<file path="config.mk">
export PLATFORM = sky130hd
export DESIGN_NAME = wb_ram_led_slave
export DESIGN_NICKNAME = d
export VERILOG_FILES = /design/src/rtl/wb_pkg.sv /design/src/rtl/wb_byte_ram.sv /design/src/rtl/wb_ram_led_slave.sv
export SDC_FILE = /design/constraint.sdc
export NUM_CORES = 2
export LEC_CHECK = 0
export CORE_MARGIN = 8
export CORE_UTILIZATION = 65
export CTS_CLUSTER_DIAMETER = 150
export DETAILED_ROUTE_END_ITERATION = 10
export GPL_ROUTABILITY_DRIVEN = 0
export MAX_ROUTING_LAYER = met4
export PLACE_DENSITY = 0.82
export SYNTH_ARGS = -nofsm -noshare
export SYNTH_HDL_FRONTEND = slang
export SYNTH_HIERARCHICAL = 1
export SYNTH_SLANG_ARGS = --single-unit
</file>
<file path="constraint.sdc">
create_clock -name wb_clk_i -period 11.33 [get_ports wb_clk_i]
set_input_delay 1.133 -clock wb_clk_i [delete_from_list [all_inputs] [get_ports wb_clk_i]]
set_output_delay 1.133 -clock wb_clk_i [all_outputs]
set_load 0.02 [all_outputs]
</file>
<file path="src/rtl/wb_pkg.sv">
// rtl/wb_pkg.sv - shared Wishbone slave constants and FSM state type
package wb_pkg;

  // Slave bus-cycle phases: waiting for a cycle, counting wait states, terminating
  typedef enum logic [1:0] {
    S_IDLE,
    S_WAIT,
    S_ACK
  } wb_state_e;

  // Data returned alongside an error termination
  localparam logic [15:0] ERR_PATTERN = 16'hE550;

  // Default register map, shared with the master-side software model
  localparam logic [31:0] DEF_LED_ADDR = 32'h0000_1000;
  localparam logic [31:0] DEF_TXN_ADDR = DEF_LED_ADDR + 32'd1;

endpackage

</file>
<file path="src/rtl/wb_byte_ram.sv">
// rtl/wb_byte_ram.sv - single-port synchronous RAM with byte-lane write enables
module wb_byte_ram #(
  parameter int DATA_W = 16,
  parameter int DEPTH  = 256,
  localparam int SEL_W = DATA_W / 8,
  localparam int AW    = $clog2(DEPTH)
) (
  input  logic              i_clk,
  input  logic              i_rd_en,
  input  logic [SEL_W-1:0]  i_we,
  input  logic [AW-1:0]     i_addr,
  input  logic [DATA_W-1:0] i_wdata,
  output logic [DATA_W-1:0] o_rdata
);

  logic [DATA_W-1:0] r_mem [DEPTH];
  logic [DATA_W-1:0] r_rdata;

  // Per-lane write; read register only updates when a read is requested so it holds otherwise
  always_ff @(posedge i_clk) begin
    for (int i = 0; i < SEL_W; i++) begin
      if (i_we[i]) begin
        r_mem[i_addr][i*8 +: 8] <= i_wdata[i*8 +: 8];
      end
    end
    if (i_rd_en) begin
      r_rdata <= r_mem[i_addr];
    end
  end

  assign o_rdata = r_rdata;

endmodule

</file>
<file path="src/rtl/wb_ram_led_slave.sv">
// rtl/wb_ram_led_slave.sv - Wishbone classic slave: byte RAM, LED register, transaction counter
module wb_ram_led_slave
  import wb_pkg::*;
#(
  parameter int WB_BUS_WIDTH  = 16,
  parameter int WB_ADDR_WIDTH = 32,
  parameter int MEM_DEPTH     = 256,
  parameter logic [WB_ADDR_WIDTH-1:0] LED_ADDR = WB_ADDR_WIDTH'(DEF_LED_ADDR),
  parameter logic [WB_ADDR_WIDTH-1:0] TXN_ADDR = LED_ADDR + WB_ADDR_WIDTH'(1),
  parameter int LED_WIDTH     = 16,
  parameter int WAIT_STATES   = 1,
  localparam int WB_SEL       = WB_BUS_WIDTH / 8,
  localparam int MEM_AW       = $clog2(MEM_DEPTH)
) (
  input  logic                     wb_clk_i,
  input  logic                     wb_reset_i,
  input  logic [WB_ADDR_WIDTH-1:0] wb_addr_i,
  input  logic [WB_BUS_WIDTH-1:0]  wb_data_i,
  input  logic [WB_SEL-1:0]        wb_sel_i,
  input  logic                     wb_we_i,
  input  logic                     wb_cyc_i,
  input  logic                     wb_stb_i,
  input  logic                     wb_lock_i,
  output logic [WB_BUS_WIDTH-1:0]  wb_data_o,
  output logic                     wb_ack_o,
  output logic                     wb_err_o,
  output logic                     wb_stall_o,
  output logic                     wb_rty_o,
  output logic [LED_WIDTH-1:0]     led_o
);

  wb_state_e                r_state;
  logic [3:0]               r_cnt;
  logic [WB_ADDR_WIDTH-1:0] r_addr;
  logic [WB_BUS_WIDTH-1:0]  r_wdata;
  logic [WB_SEL-1:0]        r_sel;
  logic                     r_we;
  logic                     r_ack;
  logic                     r_err;
  logic                     r_stall;
  logic                     r_rd_ram;
  logic [WB_BUS_WIDTH-1:0]  r_rdata;
  logic [LED_WIDTH-1:0]     r_led;
  logic [WB_BUS_WIDTH-1:0]  r_txn;

  logic                     w_ram_hit;
  logic                     w_led_hit;
  logic                     w_txn_hit;
  logic                     w_err;
  logic                     w_commit;
  logic [WB_SEL-1:0]        w_ram_we;
  logic                     w_ram_re;
  logic [WB_BUS_WIDTH-1:0]  w_ram_rdata;
  logic [WB_BUS_WIDTH-1:0]  w_mask;
  logic [WB_BUS_WIDTH-1:0]  w_led_bus;
  logic [WB_BUS_WIDTH-1:0]  w_led_next_bus;
  logic [WB_BUS_WIDTH-1:0]  w_rd_reg;
  logic                     w_unused;

  // Lock has no meaning for a single-master slave
  assign w_unused = wb_lock_i;

  // Decode is done on the latched address so the master may change the bus while stalled
  assign w_ram_hit = (r_addr < WB_ADDR_WIDTH'(MEM_DEPTH));
  assign w_led_hit = (r_addr == LED_ADDR);
  assign w_txn_hit = (r_addr == TXN_ADDR);
  assign w_err     = !(w_ram_hit || w_led_hit || w_txn_hit) || (w_txn_hit && r_we);

  // Last wait cycle with the master still present: the point where side effects happen
  assign w_commit  = (r_state == S_WAIT) && wb_cyc_i && (r_cnt == 4'd0);
  assign w_ram_we  = {WB_SEL{w_commit && r_we && w_ram_hit}} & r_sel;
  assign w_ram_re  = w_commit && !r_we && w_ram_hit;

  // Expand byte selects into a bit mask and merge write data into the LED register
  always_comb begin
    w_mask = '0;
    for (int i = 0; i < WB_SEL; i++) begin
      w_mask[i*8 +: 8] = {8{r_sel[i]}};
    end
  end

  assign w_led_bus      = WB_BUS_WIDTH'(r_led);
  assign w_led_next_bus = (w_led_bus & ~w_mask) | (r_wdata & w_mask);

  // Read data for everything that is not RAM, including the error pattern
  always_comb begin
    w_rd_reg = '0;
    if (w_err) begin
      w_rd_reg = WB_BUS_WIDTH'(ERR_PATTERN);
    end else if (w_led_hit) begin
      w_rd_reg = w_led_bus;
    end else if (w_txn_hit) begin
      w_rd_reg = r_txn;
    end
  end

  wb_byte_ram #(
    .DATA_W (WB_BUS_WIDTH),
    .DEPTH  (MEM_DEPTH)
  ) u_ram (
    .i_clk   (wb_clk_i),
    .i_rd_en (w_ram_re),
    .i_we    (w_ram_we),
    .i_addr  (r_addr[MEM_AW-1:0]),
    .i_wdata (r_wdata),
    .o_rdata (w_ram_rdata)
  );

  // Bus-cycle FSM with registered terminations, LED register and transaction counter
  always_ff @(posedge wb_clk_i or negedge wb_reset_i) begin
    if (!wb_reset_i) begin
      r_state  <= S_IDLE;
      r_cnt    <= '0;
      r_addr   <= '0;
      r_wdata  <= '0;
      r_sel    <= '0;
      r_we     <= 1'b0;
      r_ack    <= 1'b0;
      r_err    <= 1'b0;
      r_stall  <= 1'b0;
      r_rd_ram <= 1'b0;
      r_rdata  <= '0;
      r_led    <= '0;
      r_txn    <= '0;
    end else begin
      case (r_state)
        S_IDLE: begin
          if (wb_cyc_i && wb_stb_i) begin
            r_addr  <= wb_addr_i;
            r_wdata <= wb_data_i;
            r_sel   <= wb_sel_i;
            r_we    <= wb_we_i;
            r_cnt   <= 4'(WAIT_STATES - 1);
            r_stall <= 1'b1;
            r_state <= S_WAIT;
          end
        end
        S_WAIT: begin
          if (!wb_cyc_i) begin
            r_stall <= 1'b0;
            r_state <= S_IDLE;
          end else if (r_cnt == 4'd0) begin
            r_ack   <= !w_err;
            r_err   <= w_err;
            r_state <= S_ACK;
            if (w_err || !r_we) begin
              r_rd_ram <= !w_err && w_ram_hit;
              r_rdata  <= w_rd_reg;
            end
            if (!w_err && r_we && w_led_hit) begin
              r_led <= w_led_next_bus[LED_WIDTH-1:0];
            end
            if (!w_err) begin
              r_txn <= r_txn + WB_BUS_WIDTH'(1);
            end
          end else begin
            r_cnt <= r_cnt - 4'd1;
          end
        end
        S_ACK: begin
          r_ack   <= 1'b0;
          r_err   <= 1'b0;
          r_stall <= 1'b0;
          r_state <= S_IDLE;
        end
        default: begin
          r_stall <= 1'b0;
          r_state <= S_IDLE;
        end
      endcase
    end
  end

  assign wb_data_o  = r_rd_ram ? w_ram_rdata : r_rdata;
  assign wb_ack_o   = r_ack;
  assign wb_err_o   = r_err;
  assign wb_stall_o = r_stall;
  assign wb_rty_o   = 1'b0;
  assign led_o      = r_led;

endmodule

</file>
==> impl_metrics.toml <==
[outcome]
status = "finished, violations left"
failed_checks = "design-rule violations"

[clocking]
cts_buffers = 395
cts_tree = "built"
cts_resized = 0
clockBufferDepth = 4
cts_setup_buffers = 0
cts_root_buffer = "clkbuf_16"
clock-sinks = 4221
hold_buffers = 0
path_clk_slew_ps = 80
clock_latency_ps = 1060
htree_levels = 5

[setup_path]
r2r_end = "u_ram/o_rdata[0]"
cp_top_family = "compound AO/OA/AOI/OAI gates"
cp_slowest_cell = "o41ai_1"
worst-r2r-setup-slack_ps = 5190
worstSetupPathDepth = 7
cp.buffers_inverters = 2
reg2regPathDepth = 7
crit_path_max_incr_delay_ps = 1090
crit_fanout = 104
path_class = "reg -> reg"
cp-startpoint = "r_addr[0]"
reg2reg_from = "r_addr[0]"
worst_ep_arrival_time_ps = 6730
cp_cell_sequence = "buf_12, buf_4, mux4_2, a22oi_1, a21oi_1, o41ai_1, nand4_1"
start_kind = "flip-flop"
end_kind = "flip-flop"
worstPathRequired_ps = 11920
crit_end = "u_ram/o_rdata[0]"

[worst_hold_path]
min_path_type = "in -> async"

[sta]
tns_ps = 0
worst_clock_skew_ps = 95.52
rsz0062_at_grt = "false"
fin_ws_ps = 5189
tightest_slew_ps = 1486
max_slew_margin_pct = 0.9369
setup_violations = 0
post-route-period-util_pct = 54.20
fin_crit_ps = 6141
holdWs_ps = 227.9
max_freq_ghz = 0.1628
hold_violations = 0
slew_violations = 0

[global_route]
grt_max_degree = 161
grt_pass1_vias = 90660
grtUsageTotal_pct = 39.74
antenna_found_initial = 26
grt_pass1_wl_um = 720000
grt_overflow = 0

[floorplanning]
die_w_um = 514.3
coreArea_um2 = 247700
rows = 183
dieHeight_um = 514.3
die_area_um2 = 264500
io-pin-count = 92
initial_core_util_pct = 65.13

[logic_synthesis]
async_reset_ff_share_pct = 2.582
synth-main-ff-cell = "edfxtp_1"
netlist_instances = 7401
synthDistinctLibCells = 46
yosysTopAreaCell = "edfxtp_1"
yosysSeqAreaShare_pct = 78.21
ys_warn_count = 6
synth.ff_latch_count = 4221
synth_top_area_share_pct = 76.52
synthesis.nets = 7460
synth_edf_count = 4112
avgSynthCellArea_um2 = 21.80
ys_top_cells_by_area = "edfxtp_1, mux4_2, a22oi_1, dfrtp_1, nor2_1"
syn-cell-area_um2 = 161400

[flow_run]
maxCapViolCount = 0

[finish]
final_util_pct = 72.23
num-nets-final = 7617
final_cell_count_no_fill = 11260
area_growth_pct = 10.90
final_cell_mix = "edfxtp_1, mux4_2, nor2_1"
final_common_cell = "edfxtp_1"
drive_above_1_share_pct = 24.00
stdcell_area_um2 = 178900

[routing]
viasPerCell = 8.235
drc_errors = 4
dr.first_iter.drc_count = 19770
post_drt_wl_per_cell_um = 45.72
drt_first_pass_iters = 11
final_antenna_net_count = 0
via_count = 92680
wl_um = 514600

[power]
leakage_nw = 54.59
total_power_mw = 44.12
p_per_area_nw_per_um2 = 246.6
ir_drop_mv = 0.2034

[place]
placed_cells = 10490
place_area_um2 = 165900
io_buffers = 89
dp_hpwl_um = 219100
place_ws_ps = 5629
## area by class of cell
cell class / instances / area (µm²)
fillers: 11900 / 68800
repair buffers: 232 / 2072
clock buffers: 481 / 10440
clock inverters: 221 / 2380
diodes: 62 / 155.1
multi-input cells: 2701 / 33430
well taps: 3330 / 4167
inverters: 7 / 26.28
flip-flops and latches: 4221 / 126300
## flip-flops by register name, indices dropped and copies added, names as in the netlist, 2 cells and up, named ones only
| name | count |
|---|---|
| r_wdata | 16 |
| r_state | 2 |
| u_ram/o_rdata | 16 |
| r_txn | 16 |
| r_rdata | 16 |
| r_addr | 32 |
| r_sel | 2 |
| r_cnt | 4 |
| u_ram/r_mem | 4096 |
## worst register-to-register path: stages (launching register included)
cell	delay [ps]
dfrtp_4	1000
buf_12	790
buf_4	950
mux4_2	650
a22oi_1	420
a21oi_1	250
o41ai_1	1100
nand4_1	580
## layer usage
| metal | vias to the layer above | GRT usage, % | wire [µm] |
|---|---|---|---|
| li1 | 31600 | - | - |
| met1 | 45950 | 48.54 | 151700 |
| met2 | 12370 | 58.74 | 235600 |
| met3 | 2773 | 13.25 | 85370 |
| met4 | 0 | 23.33 | 41890 |
| met5 | - | - | 0 |
## cell families (layout without fill, tap and decap cells)
group	count (synthesis)	count (layout)	share of synthesized area [%]
buffers and inverters	479	941	1.250
other	1	63	0.002324
multiplexers	1122	1122	14.96
XOR/XNOR	17	17	0.09227
AO/OA/AOI/OAI	861	861	3.647
flip-flops	4221	4221	78.21
AND/OR/NAND/NOR	697	697	1.811
adder cells (fa/ha/maj)	3	3	0.02326
## cells in the mapped netlist (2+ instances only)
cell      count
edfxtp_1   4112
mux4_2     1024
nor2_1      528
a22oi_1     512
clkbuf_1    299
a21oi_1     259
dfrtp_1     109
buf_2        97
mux2_2       81
o41ai_1      64
buf_1        54
nand2_1      45
nand3_1      39
nand4_1      32
buf_4        18
mux2i_1      16
xnor2_1      16
o21ai_0      13
nor2b_1      11
inv_1         7
nor4_1        7
o22a_1        7
nor3_1        6
or3_1         6
and3_1        5
and2_1        4
buf_6         4
ha_1          3
nand2b_1      3
and4_1        2
nor4_4        2
o31a_1        2
## where the power goes
group	switching, mW	leakage, nW	internal, mW	total (mW)
sequential	0.750	38.3	19.0	19.7
combinational	7.04	10.0	3.37	10.4
clock	6.29	6.27	7.72	14.0
## worst min path at each step
stage	depth (start not counted)	end
CTS	1	r_addr[4]
detailed placement	1	r_txn[15]
global placement	1	wb_stall_o
global route	1	r_addr[4]
finish	1	r_addr[4]
floorplan	1	wb_stall_o
(Power assumes the default switching activity.)
